--- config.mk ---
export PLATFORM = sky130hd
export DESIGN_NAME = conv_column_packer
export DESIGN_NICKNAME = d
export VERILOG_FILES = /design/src/rtl/conv_column_packer.sv
export SDC_FILE = /design/constraint.sdc
export NUM_CORES = 1
export LEC_CHECK = 0
export CAP_MARGIN = 10
export CORE_MARGIN = 2
export CORE_UTILIZATION = 60
export DETAILED_ROUTE_END_ITERATION = 12
export HOLD_SLACK_MARGIN = 0.05
export MAX_ROUTING_LAYER = met4
export PLACE_DENSITY_LB_ADDON = 0.1
export REMOVE_ABC_BUFFERS = 1
export SLEW_MARGIN = 20
export SYNTH_ARGS = -nofsm -noshare
export SYNTH_HDL_FRONTEND = slang
export SYNTH_SLANG_ARGS = --single-unit
--- constraint.sdc ---
create_clock -name clk -period 4.1 [get_ports clk]
set_input_delay 0.82 -clock clk [delete_from_list [all_inputs] [get_ports clk]]
set_output_delay 0.82 -clock clk [all_outputs]
set_load 0.1 [all_outputs]
--- src/rtl/conv_column_packer.sv ---
// Streaming column assembler for the max-pooling stage.
// Pixels arrive column-major; each completed column is presented for one cycle.
module conv_column_packer #(
  parameter int unsigned HEIGHT = 24,
  parameter int unsigned WIDTH  = 24,
  parameter int unsigned DATA_W = 16
) (
  input  logic                          clk,
  input  logic                          rst,
  input  logic                          start,
  input  logic                          abort,
  input  logic                          pixel_valid,
  output logic                          pixel_ready,
  input  logic [DATA_W-1:0]             pixel_data,
  output logic                          valid_out,
  output logic [HEIGHT-1:0][DATA_W-1:0] output_column,
  output logic [$clog2(WIDTH)-1:0]      column_idx,
  output logic                          frame_done
);

  localparam int unsigned ROW_W = (HEIGHT > 1) ? $clog2(HEIGHT) : 1;
  localparam int unsigned COL_W = $clog2(WIDTH);
  localparam logic [ROW_W-1:0] ROW_LAST = ROW_W'(HEIGHT - 1);
  localparam logic [COL_W-1:0] COL_LAST = COL_W'(WIDTH - 1);

  typedef enum logic {
    S_IDLE = 1'b0,
    S_FILL = 1'b1
  } state_e;

  state_e                          state_q, state_d;
  logic [ROW_W-1:0]                row_cnt_q, row_cnt_d;
  logic [COL_W-1:0]                col_cnt_q, col_cnt_d;
  logic [HEIGHT-1:0][DATA_W-1:0]   assembly_q, assembly_d;
  logic [HEIGHT-1:0][DATA_W-1:0]   out_col_q, out_col_d;
  logic [COL_W-1:0]                col_idx_q, col_idx_d;
  logic                            valid_q, valid_d;
  logic                            done_q, done_d;
  logic                            ready_q, ready_d;

  // Next-state, datapath and strobe generation
  always_comb begin
    state_d    = state_q;
    row_cnt_d  = row_cnt_q;
    col_cnt_d  = col_cnt_q;
    assembly_d = assembly_q;
    out_col_d  = out_col_q;
    col_idx_d  = col_idx_q;
    valid_d    = 1'b0;
    done_d     = 1'b0;

    unique case (state_q)
      S_IDLE: begin
        // A start landing on the frame_done cycle is not honoured; the next
        // frame begins no earlier than the cycle after frame_done.
        if (start && !abort && !done_q) begin
          state_d   = S_FILL;
          row_cnt_d = '0;
          col_cnt_d = '0;
        end
      end
      S_FILL: begin
        if (abort) begin
          state_d   = S_IDLE;
          row_cnt_d = '0;
          col_cnt_d = '0;
        end else if (pixel_valid) begin
          assembly_d[row_cnt_q] = pixel_data;
          if (row_cnt_q == ROW_LAST) begin
            out_col_d = assembly_d;
            col_idx_d = col_cnt_q;
            valid_d   = 1'b1;
            row_cnt_d = '0;
            if (col_cnt_q == COL_LAST) begin
              done_d    = 1'b1;
              col_cnt_d = '0;
              state_d   = S_IDLE;
            end else begin
              col_cnt_d = col_cnt_q + COL_W'(1);
            end
          end else begin
            row_cnt_d = row_cnt_q + ROW_W'(1);
          end
        end
      end
      default: state_d = S_IDLE;
    endcase

    ready_d = (state_d == S_FILL);
  end

  // State and output registers
  always_ff @(posedge clk or negedge rst) begin
    if (!rst) begin
      state_q    <= S_IDLE;
      row_cnt_q  <= '0;
      col_cnt_q  <= '0;
      assembly_q <= '0;
      out_col_q  <= '0;
      col_idx_q  <= '0;
      valid_q    <= 1'b0;
      done_q     <= 1'b0;
      ready_q    <= 1'b0;
    end else begin
      state_q    <= state_d;
      row_cnt_q  <= row_cnt_d;
      col_cnt_q  <= col_cnt_d;
      assembly_q <= assembly_d;
      out_col_q  <= out_col_d;
      col_idx_q  <= col_idx_d;
      valid_q    <= valid_d;
      done_q     <= done_d;
      ready_q    <= ready_d;
    end
  end

  assign pixel_ready   = ready_q;
  assign valid_out     = valid_q;
  assign frame_done    = done_q;
  assign output_column = out_col_q;
  assign column_idx    = col_idx_q;

endmodule

# [Word level (Yosys, flattened, before mapping)]
# Index checks and enable logic that the tools add are counted.
[totals] latchBits=0 wordCells=102 n_memories=0 input_bits=21 rom_bits=0 output_inout_bits=392 ram_bits=0 register_bits=786
[op_classes] reduce_logical=9 n_bitwise=2 order_cmp=2 n_mux=28 n_addsub=2 mul=0 eq_ne=5 div=0 shifts=0
[op_table] cell="$bwmux W384" count=1
[op_table] cell="$demux W16 S5" count=1
[op_table] cell="$mux W5" count=8
[op_table] cell="$pmux W5 S2" count=2
[op_table] cell="$mux W16" count=1
[op_table] cell="$mux W1" count=14
[op_table] cell="$add A5 B1 Y5 const B" count=2
[op_table] cell="$eq A5 B5 Y1 const B" count=2
[op_table] cell="$lt A5 B6 Y1 const B" count=1
[op_table] cell="$reduce_and A3 Y1" count=2
[op_table] cell="$ge A5 B1 Y1 const B" count=1
[op_table] cell="$reduce_and A4 Y1" count=1
[op_table] cell="$logic_and A1 B1 Y1" count=3
[op_table] cell="$ne A3 B2 Y1 const B" count=1
[op_table] cell="$ne A3 B3 Y1 const B" count=1
[op_table] cell="$logic_not A1 Y1" count=2
[op_table] cell="$ne A2 B2 Y1 const B" count=1
[op_table] cell="$not A1 Y1" count=2
[op_table] cell="$pmux W1 S2" count=1
[op_table] cell="$reduce_and A2 Y1" count=1

# [Longest topological paths before layout]
# Gate-level depths: netlist (run 1).
[logic_depth] word_depth=6 depth_mapped=7 depth_no_buf=5

# [Worst setup path before layout (run 1)]
# No wires, ideal clock.
[synth_path] path_type="flip-flop to flip-flop" from="reg, netlist name pixel_ready" to="reg assembly_q[261] (netlist bit)" required_ns=3.973 setup_time_ns=0.127 slack_ns=1.740 n_path_buf=3 arrival_ns=2.232 stages_incl_launch_ff=7 synth_period_minus_slack_ns=2.360 path_cell_list="dfrtp_1 > and3b_1 > buf_2 > buf_4 > nand2_2 > buf_6 > mux2_1"
[synth_lines] item="end signal, assigned" line_no="108" rtl="assembly_q <= assembly_d;"
[synth_lines] item="end, declared" line_no="34" rtl="logic [HEIGHT-1:0][DATA_W-1:0] assembly_q, assembly_d;"

# [Final worst setup path (run 1)]
[layout_path] from="reg out_col_q, in the netlist output_column[142]" to="out output_column[142] (netlist bit)"
[layout_lines] item="start, declared" line_no="35" rtl="logic [HEIGHT-1:0][DATA_W-1:0] out_col_q, out_col_d;"
[layout_lines] item="start signal, assigned" line_no="109" rtl="out_col_q <= out_col_d;"
[layout_lines] item="end, declared" line_no="16" rtl="output logic [HEIGHT-1:0][DATA_W-1:0] output_column,"
# No word-level cell between the ends.

==> results.yml, run 1 <==
clocking:
  numCtsBuffers: 77
  postCtsSetupBuffers: 0
  cts.clk_slew.worst_paths_ps: 60
  cts.sinks: 770
  cts_resized: 0
  cts_tree: "yes"
  cts_root_buf: "clkbuf_16"
  clockBufferDepth: 3
  cts_max_level: 3
  ctsHoldBuffers: 0
  clk_latency_ps: 630
sta:
  finalHoldViolCount: 0
  finalWorstSetupSlack_ps: 1020
  fin_crit_ps: 3080
  max_freq_ghz: 0.325
  fin_crit_sh_pct: 75.1
  worst_pin_slew_ps: 1150
  setup_violations: 0
  rsz0062_at_grt: "no"
  max_slew_margin_pct: 23.7
  hold_slack_ps: 222
  maxSlewViolCount: 0
  worst_clock_skew_ps: 27.2
critical_path:
  cpMaxStageDelayCell: "clkdlybuf4s50_1"
  crit_fanout: 2
  rr_worst_depth: 6
  reg2reg_from: "row_cnt_q[3]"
  crit_chain: "clkdlybuf4s50_1"
  critical_path.top_delay_family: "buffers and inverters"
  cp.depth: 1
  worst-r2r-setup-slack_ps: 1080
  setup.worst_path.class: "reg -> out"
  cp.arrival_ps: 2260
  path_buf_inv: 1
  worstPathRequired_ps: 3280
  critical_path.max_stage_delay_ps: 1190
  r2r-end: "output_column[352]"
  critPathLaunchType: "flip-flop"
  end_kind: "primary output"
drt:
  antenna_left: 0
  first_pass_iters: 6
  wl_per_cell_um: 24.6
  wirelength_um: 92700
  dr.first_iter.drc_count: 1981
  num_vias: 23500
  drc: 0
  viasPerCell: 6.24
finish:
  stdcell_count: 3764
  nets: 2984
  final_cell_mix: "dfrtp_1, o21ai_0, clkdlybuf4s50_1, mux2_2, mux2i_1"
  synthToLayoutAreaGrowth_pct: 21.0
  antennaDiodeCount: 0
  drive_gt1_share_pct: 20.7
  final_common_cell: "dfrtp_1"
  fin_util_pct: 73.4
synth:
  synth_cells: 2679
  syn_area_um2: 33400
  synth_ff_type: "dfrtp_1"
  async_flop_share_pct: 100
  synth.distinct_cells: 41
  synth_edf_count: 0
  ys.warnings.count: 0
  ys_ff_latch: 770
  avgSynthCellArea_um2: 12.4
  yosysSeqAreaShare_pct: 57.8
floorplanning:
  fp.dieH_um: 240
  rows: 86
  die_area_um2: 57500
  initial_utilization_pct: 60.7
  core_um2: 55000
  ioPinCount: 413
  die_x_um: 240
min_path:
  hold_class: "in -> async"
run_status:
  run_status: "finished clean"
power_and_ir_drop:
  peakVddDrop_v: 0.000307
  leakagePower_uw: 0.0186
  cellPowerDensity_nw_per_um2: 397
placement:
  io_buffers: 412
  dp_slack_ps: 697
  dp_hpwl_um: 55900
  dp_cells: 3626
  gp_congestion: 0.840
global_routing:
  globalRoute.totalOverflow: 0
  grt_pass1_wl_um: 142000
  grt_max_degree: 265
  track_usage_pct: 33.4
  antenna_found_initial: 1
  first_global_vias: 23900
job:
  drv_cap: 0
==> report_power, final <==
| part | internal [µW] | leakage (µW) | switching (µW) |
|---|---|---|---|
| Sequential | 7770 | 0.0107 | 89.5 |
| Combinational | 287 | 0.00657 | 548 |
| Clock | 4380 | 0.00131 | 2950 |
==> worst max path at each step <==
stage	startpoint	endpoint
final	output_column[142]	output_column[142]
after global routing	row_cnt_q[3]	output_column[203]
after CTS	pixel_ready	pixel_ready
after detailed placement	abort	assembly_q[363]
after global placement	abort	assembly_q[360]
after floorplan	pixel_ready	valid_out
==> sequential cells by signal, summed over array words and instances (netlist names) <==
signal,count
assembly_q,368
col_cnt_q,5
column_idx,5
frame_done,1
output_column,384
pixel_ready,1
row_cnt_q,5
valid_out,1
==> per-layer routing <==
metal,up-vias,GRT usage (%),wire [µm]
met2,910,51.2,44600
li1,10100,-,-
met5,-,-,0
met4,0,12.1,2920
met3,171,5.14,6370
met1,12300,45.5,38800
==> final cells by class <==
type,instances,area (µm²)
clock inverters,17,258
well taps,748,936
fillers,3700,14600
multi-input cells,1611,12700
clock buffers,121,2390
inverters,7,26.3
flip-flops and latches,770,19300
repair buffers,490,4790
==> stage by stage <==
step | setup TNS [ps] | instance area [µm²] | total power, µW
global placement | 0 | 37700 | 8790
CTS | 0 | 40400 | 16100
detailed placement | 0 | 37700 | 8820
floorplan | -2040440 | 31900 | 8310
finish | 0 | 40400 | 16000
global route | 0 | 40400 | 16500
==> cells in the mapped netlist, types with 8 or more instances <==
cell type,instances,area share [%]
buf_6,8,0.27
o21ai_0,687,10
nand2_4,12,0.41
a31oi_1,20,0.38
a21oi_1,19,0.29
nand2_1,36,0.41
mux2i_1,352,11
mux2_2,359,12
nand3_1,10,0.15
mux2_1,19,0.64
nand4b_1,10,0.26
o21ai_1,24,0.36
buf_1,12,0.14
buf_4,62,1.4
buf_2,18,0.27
and4bb_2,11,0.41
clkbuf_1,189,2.1
dfrtp_1,770,58
mux2_4,10,0.45
==> kinds of logic after synthesis <==
family / share of synthesized area [%]
DFF: 57.8
AOI/OAI and AO/OA: 11.5
muxes: 23.8
buffers and inverters: 4.31
and+or+nand+nor: 2.43
adders and majority gates: 0.225
Note: power is estimated with default switching activity, not from simulation.
==> run 2: changes to the inputs <==
Settings changed: CORE_UTILIZATION 60 to 56.
Clock period 4.1 ns to 2.85 ns, I/O delays scaled along.
==> run 2 against run 1 <==
Combinational power up 49%. Clock skew down 12 ps. Wire length fell by 0.36%. Clock power rose by 41%. Sequential share of layout area up 0.67 points. Highest routed layer unchanged. Sequential power rose by 44%. Register-to-register slack got worse by 760 ps.
==> results.yml, run 2 (synthesis results as in run 1) <==
sta:
  worst_pin_slew_ps: 994
  finalHoldViolCount: 0
  rsz0062_at_grt: "no"
  max_freq_ghz: 0.396
  setup_violations: 0
  fin_crit_sh_pct: 88.7
  fin_crit_ps: 2530
  worst_clock_skew_ps: 15.0
  maxSlewViolCount: 0
  max_slew_margin_pct: 33.7
placement:
  dp_hpwl_um: 58500
  gp_congestion: 0.833
  io_buffers: 412
clocking:
  clockBufferDepth: 3
  cts_resized: 0
  cts_tree: "yes"
  numCtsBuffers: 79
  ctsHoldBuffers: 1
  cts_max_level: 3
  cts_root_buf: "clkbuf_16"
  clk_latency_ps: 610
  cts.sinks: 770
  cts.clk_slew.worst_paths_ps: 60
  postCtsSetupBuffers: 0
power_and_ir_drop:
  peakVddDrop_v: 0.000443
  total_power_uw: 22800
  cellPowerDensity_nw_per_um2: 573
  leakagePower_uw: 0.0196
finish:
  final_cell_mix: "dfrtp_1, o21ai_0, buf_4, mux2_2, mux2i_1"
  antennaDiodeCount: 0
  multi_input_area_um2: 12700
  area.sequential_um2: 19300
  drive_gt1_share_pct: 34.5
  nFillCells: 4342
  synthToLayoutAreaGrowth_pct: 19.3
  final_common_cell: "dfrtp_1"
  nets: 3020
  fin_util_pct: 67.6
  largest_reg_flops: 384
min_path:
  hold_class: "in -> async"
floorplanning:
  die_x_um: 248
  core_um2: 58900
  fp.dieH_um: 248
  die_area_um2: 61500
  ioPinCount: 413
  initial_utilization_pct: 56.6
  rows: 89
critical_path:
  critPathLaunchType: "flip-flop"
  worstPathRequired_ps: 3330
  crit_fanout: 26
  cp.arrival_ps: 3010
  end_kind: "flip-flop"
  setup.worst_path.class: "reg -> reg"
  rr_worst_depth: 4
global_routing:
  globalRoute.totalOverflow: 0
  grt_max_degree: 193
  first_global_vias: 23500
  track_usage_pct: 31.2
  grt_pass1_wl_um: 141000
  antenna_found_initial: 0
job:
  drv_cap: 0
drt:
  wl_per_cell_um: 24.1
  wirelength_um: 92400
  antenna_left: 0
  drc: 0
  first_pass_iters: 5
  viasPerCell: 6.07
  dr.first_iter.drc_count: 1731
  num_vias: 23200
run_status:
  run_status: "finished clean"
[run 2: power by group]
part	leakage, µW	total, µW	switching, µW	internal, µW
Clock	0.00129	10300	4220	6050
Combinational	0.00762	1240	796	441
Sequential	0.0107	11300	127	11200
[run 2: area by class of cell]
cell class                 instances  area share, %
sequential                       770           48.4
clock buffer                     122           6.12
tap                              773           2.43
inverter                           7         0.0660
multi-input combinational       1611           31.9
timing repair buffer             524           10.7
clock inverter                    18          0.396
[run 2: path summary, 6_finish.rpt]
kind                            startpoint                 end  slack [ps]
hold reg to reg            assembly_q[261]     assembly_q[261]         490
hold / removal                         rst  output_column[373]         430
min in group clk           assembly_q[261]     assembly_q[261]         490
setup / recovery              row_cnt_q[2]     assembly_q[344]         320
max in group asynchronous              rst  output_column[333]        1270
setup reg to reg              row_cnt_q[2]     assembly_q[344]         320
[run 2: critical path: stages (launching register included)]
cell and delay [ps]:
dfrtp_1 940, buf_4 320, nand4b_1 250, nor2_4 480, mux2_2 400
[run 2: per-layer routing]
metal / routed length [µm] / track usage, %
met1: 39500 / 42.9
met2: 44300 / 47.7
met5: 0 / -
met4: 2720 / 10.6
met3: 5850 / 4.91
[run 2: stage by stage]
| step | cell area (µm²) | instances | hold WS [ps] | setup TNS (ps) | worst slack [ps] |
|---|---|---|---|---|---|
| floorplan | 31900 | 2388 | 274 | -2808860 | -6320 |
| global placement | 37200 | 3684 | 474 | 0 | 284 |
| detailed placement | 37200 | 3684 | 480 | 0 | 209 |
| CTS | 39800 | 3825 | 436 | 0 | 336 |
| global route | 39800 | 3825 | 456 | 0 | 234 |
| finish | 39800 | 3825 | 432 | 0 | 322 |
